==> config.mk <==
export PLATFORM = sky130hd
export DESIGN_NAME = jk_cmd_sequencer
export DESIGN_NICKNAME = d
export VERILOG_FILES = /design/src/rtl/jk_cmd_sequencer.sv
export SDC_FILE = /design/constraint.sdc
export NUM_CORES = 1
export LEC_CHECK = 0
export ABC_AREA = 1
export BUFFER_PORTS_ARGS = -buffer_cell sky130_fd_sc_hd__buf_2
export CORE_MARGIN = 4
export CORE_UTILIZATION = 51
export CTS_BUF_LIST = sky130_fd_sc_hd__clkbuf_8
export DETAILED_ROUTE_END_ITERATION = 7
export PLACE_DENSITY = 0.77
export SLEW_MARGIN = 25
export SYNTH_ARGS = -nofsm -noshare
export SYNTH_HDL_FRONTEND = slang
export SYNTH_SLANG_ARGS = --single-unit
==> constraint.sdc <==
create_clock -name clk -period 1.8 [get_ports clk]
set_input_delay 0.18 -clock clk [delete_from_list [all_inputs] [get_ports clk]]
set_output_delay 0.18 -clock clk [all_outputs]
set_load 0.03 [all_outputs]
==> src/rtl/jk_cmd_sequencer.sv <==
// jk_cmd_sequencer: FIFO-buffered J/K command driver with an expected-Q model.
// Define JKSEQ_CHECK_EN to check q_fb/qbar_fb against the model at command end.
module jk_cmd_sequencer #(
    parameter int DEPTH = 4,
    parameter int CNT_W = 8
) (
    input  logic             clk,
    input  logic             rst_n,
    input  logic             cmd_valid,
    input  logic [1:0]       cmd,
    output logic             cmd_ready,
    output logic             J,
    output logic             K,
    input  logic             q_fb,
    input  logic             qbar_fb,
    output logic             busy,
    output logic             done,
    output logic             exp_q,
    output logic             mismatch,
    output logic [CNT_W-1:0] err_cnt
);
    localparam int PW = $clog2(DEPTH);

    typedef enum logic [1:0] {
        S_IDLE,
        S_DRIVE,
        S_WAIT
    } state_e;

    state_e          state_q, state_d;
    logic [1:0]      mem_q [DEPTH];
    logic [1:0]      mem_d [DEPTH];
    logic [PW-1:0]   wr_ptr_q, wr_ptr_d;
    logic [PW-1:0]   rd_ptr_q, rd_ptr_d;
    logic [PW:0]     occ_q, occ_d;
    logic [1:0]      cmd_r_q, cmd_r_d;
    logic            j_q, j_d;
    logic            k_q, k_d;
    logic            done_q, done_d;
    logic            exp_q_q, exp_q_d;
    logic            full, empty, push, pop;
    logic            nxt_exp, chk_exp;

    assign full  = (occ_q == (PW+1)'(DEPTH));
    assign empty = (occ_q == '0);
    assign push  = cmd_valid && !full;

    always_comb begin
        mem_d    = mem_q;
        wr_ptr_d = wr_ptr_q;
        rd_ptr_d = rd_ptr_q;
        if (push) begin
            mem_d[wr_ptr_q] = cmd;
            wr_ptr_d        = wr_ptr_q + PW'(1);
        end
        if (pop) begin
            rd_ptr_d = rd_ptr_q + PW'(1);
        end
        occ_d = occ_q + (PW+1)'(push) - (PW+1)'(pop);
    end

    always_comb begin
        nxt_exp = exp_q_q;
        unique case (cmd_r_q)
            2'b01:   nxt_exp = 1'b0;
            2'b10:   nxt_exp = 1'b1;
            2'b11:   nxt_exp = ~exp_q_q;
            default: nxt_exp = exp_q_q;
        endcase
    end

`ifdef JKSEQ_CHECK_EN
    logic             chk_fail, fb_known;
    logic             mismatch_q, mismatch_d;
    logic [CNT_W-1:0] err_cnt_q, err_cnt_d;

    // X/Z on the feedback counts as a failure but is never adopted as exp_q
    always_comb begin
        chk_fail   = (q_fb !== nxt_exp) || (qbar_fb !== ~q_fb);
        fb_known   = (q_fb === 1'b0) || (q_fb === 1'b1);
        chk_exp    = (chk_fail && fb_known) ? q_fb : nxt_exp;
        mismatch_d = (state_q == S_WAIT) && chk_fail;
        err_cnt_d  = err_cnt_q;
        if (mismatch_d && (err_cnt_q != '1)) begin
            err_cnt_d = err_cnt_q + CNT_W'(1);
        end
    end

    always_ff @(posedge clk or negedge rst_n) begin
        if (!rst_n) begin
            mismatch_q <= 1'b0;
            err_cnt_q  <= '0;
        end else begin
            mismatch_q <= mismatch_d;
            err_cnt_q  <= err_cnt_d;
        end
    end

    assign mismatch = mismatch_q;
    assign err_cnt  = err_cnt_q;
`else
    logic unused_fb;

    assign unused_fb = q_fb ^ qbar_fb;
    assign chk_exp   = nxt_exp;
    assign mismatch  = 1'b0;
    assign err_cnt   = '0;
`endif

    always_comb begin
        state_d = state_q;
        cmd_r_d = cmd_r_q;
        j_d     = j_q;
        k_d     = k_q;
        done_d  = 1'b0;
        exp_q_d = exp_q_q;
        pop     = 1'b0;
        unique case (state_q)
            S_IDLE: begin
                if (!empty) begin
                    pop     = 1'b1;
                    state_d = S_DRIVE;
                end
            end
            S_DRIVE: begin
                j_d     = 1'b0;
                k_d     = 1'b0;
                state_d = S_WAIT;
            end
            S_WAIT: begin
                done_d  = 1'b1;
                exp_q_d = chk_exp;
                if (!empty) begin
                    pop     = 1'b1;
                    state_d = S_DRIVE;
                end else begin
                    state_d = S_IDLE;
                end
            end
            default: state_d = S_IDLE;
        endcase
        if (pop) begin
            cmd_r_d = mem_q[rd_ptr_q];
            j_d     = mem_q[rd_ptr_q][1];
            k_d     = mem_q[rd_ptr_q][0];
        end
    end

    always_ff @(posedge clk or negedge rst_n) begin
        if (!rst_n) begin
            state_q  <= S_IDLE;
            wr_ptr_q <= '0;
            rd_ptr_q <= '0;
            occ_q    <= '0;
            cmd_r_q  <= 2'b00;
            j_q      <= 1'b0;
            k_q      <= 1'b0;
            done_q   <= 1'b0;
            exp_q_q  <= 1'b0;
            for (int i = 0; i < DEPTH; i++) begin
                mem_q[i] <= 2'b00;
            end
        end else begin
            state_q  <= state_d;
            wr_ptr_q <= wr_ptr_d;
            rd_ptr_q <= rd_ptr_d;
            occ_q    <= occ_d;
            cmd_r_q  <= cmd_r_d;
            j_q      <= j_d;
            k_q      <= k_d;
            done_q   <= done_d;
            exp_q_q  <= exp_q_d;
            mem_q    <= mem_d;
        end
    end

    assign cmd_ready = !full;
    assign J         = j_q;
    assign K         = k_q;
    assign busy      = (state_q != S_IDLE) || !empty;
    assign done      = done_q;
    assign exp_q     = exp_q_q;

endmodule

==> results.md <==
- Status: complete, but fails checks
- Failing checks: setup timing
- Largest cells by area after synthesis: dfrtp_1 (47%), nand2_1 (11%), ha_1 (6.1%)
- Worst Path Buf+Inv: 2
- Fillers: ~210
- Largest net degree at the start of global routing: 24
- # Max-Cap Violations: 0
- Tmin final: 1.82 ns
- Final nets: 175
- Register bit total from synthesis: 23
- Register clock-pin slew on the reported worst setup and hold paths: 0.08 ns
- Routed WL: 2200 um
- Diode count: 0
- Remaining DRCs: 0
- Fraction of registers with async set/reset: 100%
- Cell family with most CP delay: adder cells
- Cells after Synth: between 100 and 150
- Via-to-Cell Ratio: 4.81
- Count leader, synth: nand2_1
- Critical path's slowest cell: fa_2
- Full die area: around 3200 um^2
- Deepest clock path buffer count: 2
- Setup TNS: -0.0356 ns
- Worst Path Arrival: 2.02 ns
- Synth Flop Type: dfrtp_1
- Site Rows: 17
- Top cells by count, synth: nand2_1 (37), dfrtp_1 (23), inv_1 (20)
- Avg Cell Area, Syn: approximately 9 um^2
- Detailed-route via count: 905
- TritonCTS clock tree: built
- Met3 usage: 2.04%
- Critical Path Most Common Cell: ha_4
- HP Class: input port to register
- CP Capture Type: register
- Vias in the first global route: 886
- Core outline area: 2250 um^2
- P per Cell Area: 1900 nW/um^2
- Number of CTS-inserted buffers: 3
- CTS HTree Levels: 1
- Period utilization: 101%
- Iteration-0 DRC Markers: 14
- Share of cells above drive strength 1: 24.4%
- Rel. slew slack: 65.6%
- DR pass1 iterations: 4
- Crit path cell chain: nor2_2, nand2_2, nand2_4, clkinv_4, ha_4, inv_2, ha_4, fa_2
- LEAKAGE: 0.785 nW
- Cell Int Power: ~0.0015 W
- Root Driver: clkbuf_8
- GR Overflow Total: 0
- Final setup viols: 2
- M1 GR Usage: about 17%
- Switching part of the total: 43.6%
- Post-Place Setup Slack: -0.00769 ns
- Crit path kind: register to register
- Fmax: 0.550 GHz
- Layout area overhead: 15.8%
- Initial antenna violation count: 0
- Logic pwr share: around 52%
- Final setup margin: -0.0180 ns
- Switch Pwr: 0.00118 W
- WL/cell: 11.7 um
- All-Layer GR Usage: 14.6%
- Busiest grt layer: met2
- Maximum vdd drop: roughly 1300 uV
- EDFF count, synth: 0
- Clk sink count: 23
- Post-DRT Antenna Nets: 0
- Die height: between 50 and 60 um
- Hold Vio Cnt, Final: 0
- IO Port Bufs: 10
- CP required: 2.01 ns
- Yosys warns: 0
- Initial Util: 54.2%
- Fin area: between 1000 and 1500 um^2
- Area post-placement: 1290 um^2
- Worst skew pair latency: about 0.26 ns
- Post-synth cell types: 22
- GPL Wtd Cong: 0.794
- Worst-margin pin slew: roughly 0.52 ns
- Clock share of power: 11.8%
- Unrepaired setup endpoints after global routing: true
- Met2 Usage GRT: 27.1%
- Ports: 22
- First-pass GRT wire length: 3720 um
- Max FO, Critical Path: 3
- Die Span X: ~57 um
- Yosys top cell by area: dfrtp_1
- Syn Std Cell Area: 1220 um^2
- Post-synth top area share: 47.1%
- Critical Path Source Type: register
- Pins Over Slew Limit: 0
- Worst Skew: 0.00658 ns
- Sequential area share after synthesis: 47.1%
- CP peak stage delay: 0.52 ns
- Reg power frac: between 30% and 40%
- Hpwl dp: around 1500 um
==> power groups by stage <==
stage	clock (W)	sequential, W	combinational [W]
finish	0.000318	0.000967	0.00141
CTS	0.000325	0.000956	0.00131
global placement	0	0.000958	0.00118
global route	0.000350	0.00100	0.00159
floorplan	0	0.00101	0.000909
detailed placement	0	0.000970	0.00122
==> path summary, 6_finish.rpt <==
kind	start	end	slack, ns	cells past startpoint
worst max-delay path	occ_q[1]$_DFF_PN0_	occ_q[1]$_DFF_PN0_	-0.02	8
worst min-delay path	cmd[1]	mem_q[5]$_DFFE_PN0P_	0.21	3
worst max register to register	occ_q[1]$_DFF_PN0_	occ_q[1]$_DFF_PN0_	-0.02	8
worst min register to register	mem_q[7]$_DFFE_PN0P_	mem_q[7]$_DFFE_PN0P_	0.47	2
max in group asynchronous	rst_n	wr_ptr_q[1]$_DFFE_PN0P_	1.03	2
min in group asynchronous	rst_n	rd_ptr_q[1]$_DFFE_PN0P_	0.41	2
==> sequential cells by signal, indices dropped and copies added (netlist names) <==
name      flops
wr_ptr_q      2
J             1
K             1
cmd_r_q       2
state_q       2
exp_q         1
occ_q         3
mem_q         8
rd_ptr_q      2
done          1
==> tightest hold or removal path, delay by kind of cell <==
kind | cells | cell delay [ns]
buffers and inverters | 1 | 0.12
AND/OR/NAND/NOR | 2 | 0.13
==> cell type report <==
type,count,area [um^2],area share [%]
sequential,23,576,40.7
multi-input combinational,89,531,37.5
timing repair buffer,21,135,9.56
inverter,23,91.3,6.46
clock buffer,3,41.3,2.92
tap,28,35.0,2.48
clock inverter,1,5.00,0.354
==> cell families after synthesis <==
family	share of synthesized area, %
simple gates	26.0
buf+inv	14.1
flops	47.1
xor+xnor	3.59
compound gates	1.02
other cells	0.307
fa+ha+maj	7.79
==> cell usage in the layout (no fill, tap or decap), drive strengths merged <==
cell type    netlist  layout
nand2             42      42
dfrtp             23      23
inv               23      22
buf               11      20
nand3             14      14
conb               1       9
nand4              8       8
ha                 6       6
xor2               3       3
clkbuf             0       3
xnor2              2       2
nor2               2       2
clkinv             0       2
a21o               1       1
o21ai              1       1
fa                 1       1
dlygate4sd3        0       1
==> layer usage <==
layer	share of wire, %	wire, um
met1	43	952
met2	52	1150
met3	3.0	66
met4	1.7	38
met5	0	0
==> timing repair <==
| action | in CTS | in global routing |
|---|---|---|
| endpoints found under the hold margin | 23 | 0 |
| buffers inserted | 4 | 3 |
| pin swaps | 3 | 2 |
| endpoints found under the setup margin | 1 | 2 |
| hold buffers | 1 | 0 |
| resized for setup | 0 | 5 |
==> stage by stage <==
step / hold slack [ns] / total power (W) / cells / util [%]
after global placement: 0.173 / 0.00213 / 176 / 57.3
after detailed placement: 0.186 / 0.00219 / 176 / 57.3
after global routing: 0.221 / 0.00295 / 188 / 62.7
final: 0.211 / 0.00269 / 188 / 62.7
after CTS: 0.201 / 0.00259 / 185 / 61.2
after floorplan: -0.116 / 0.00192 / 146 / -
Power figures use the tool's default switching activity.
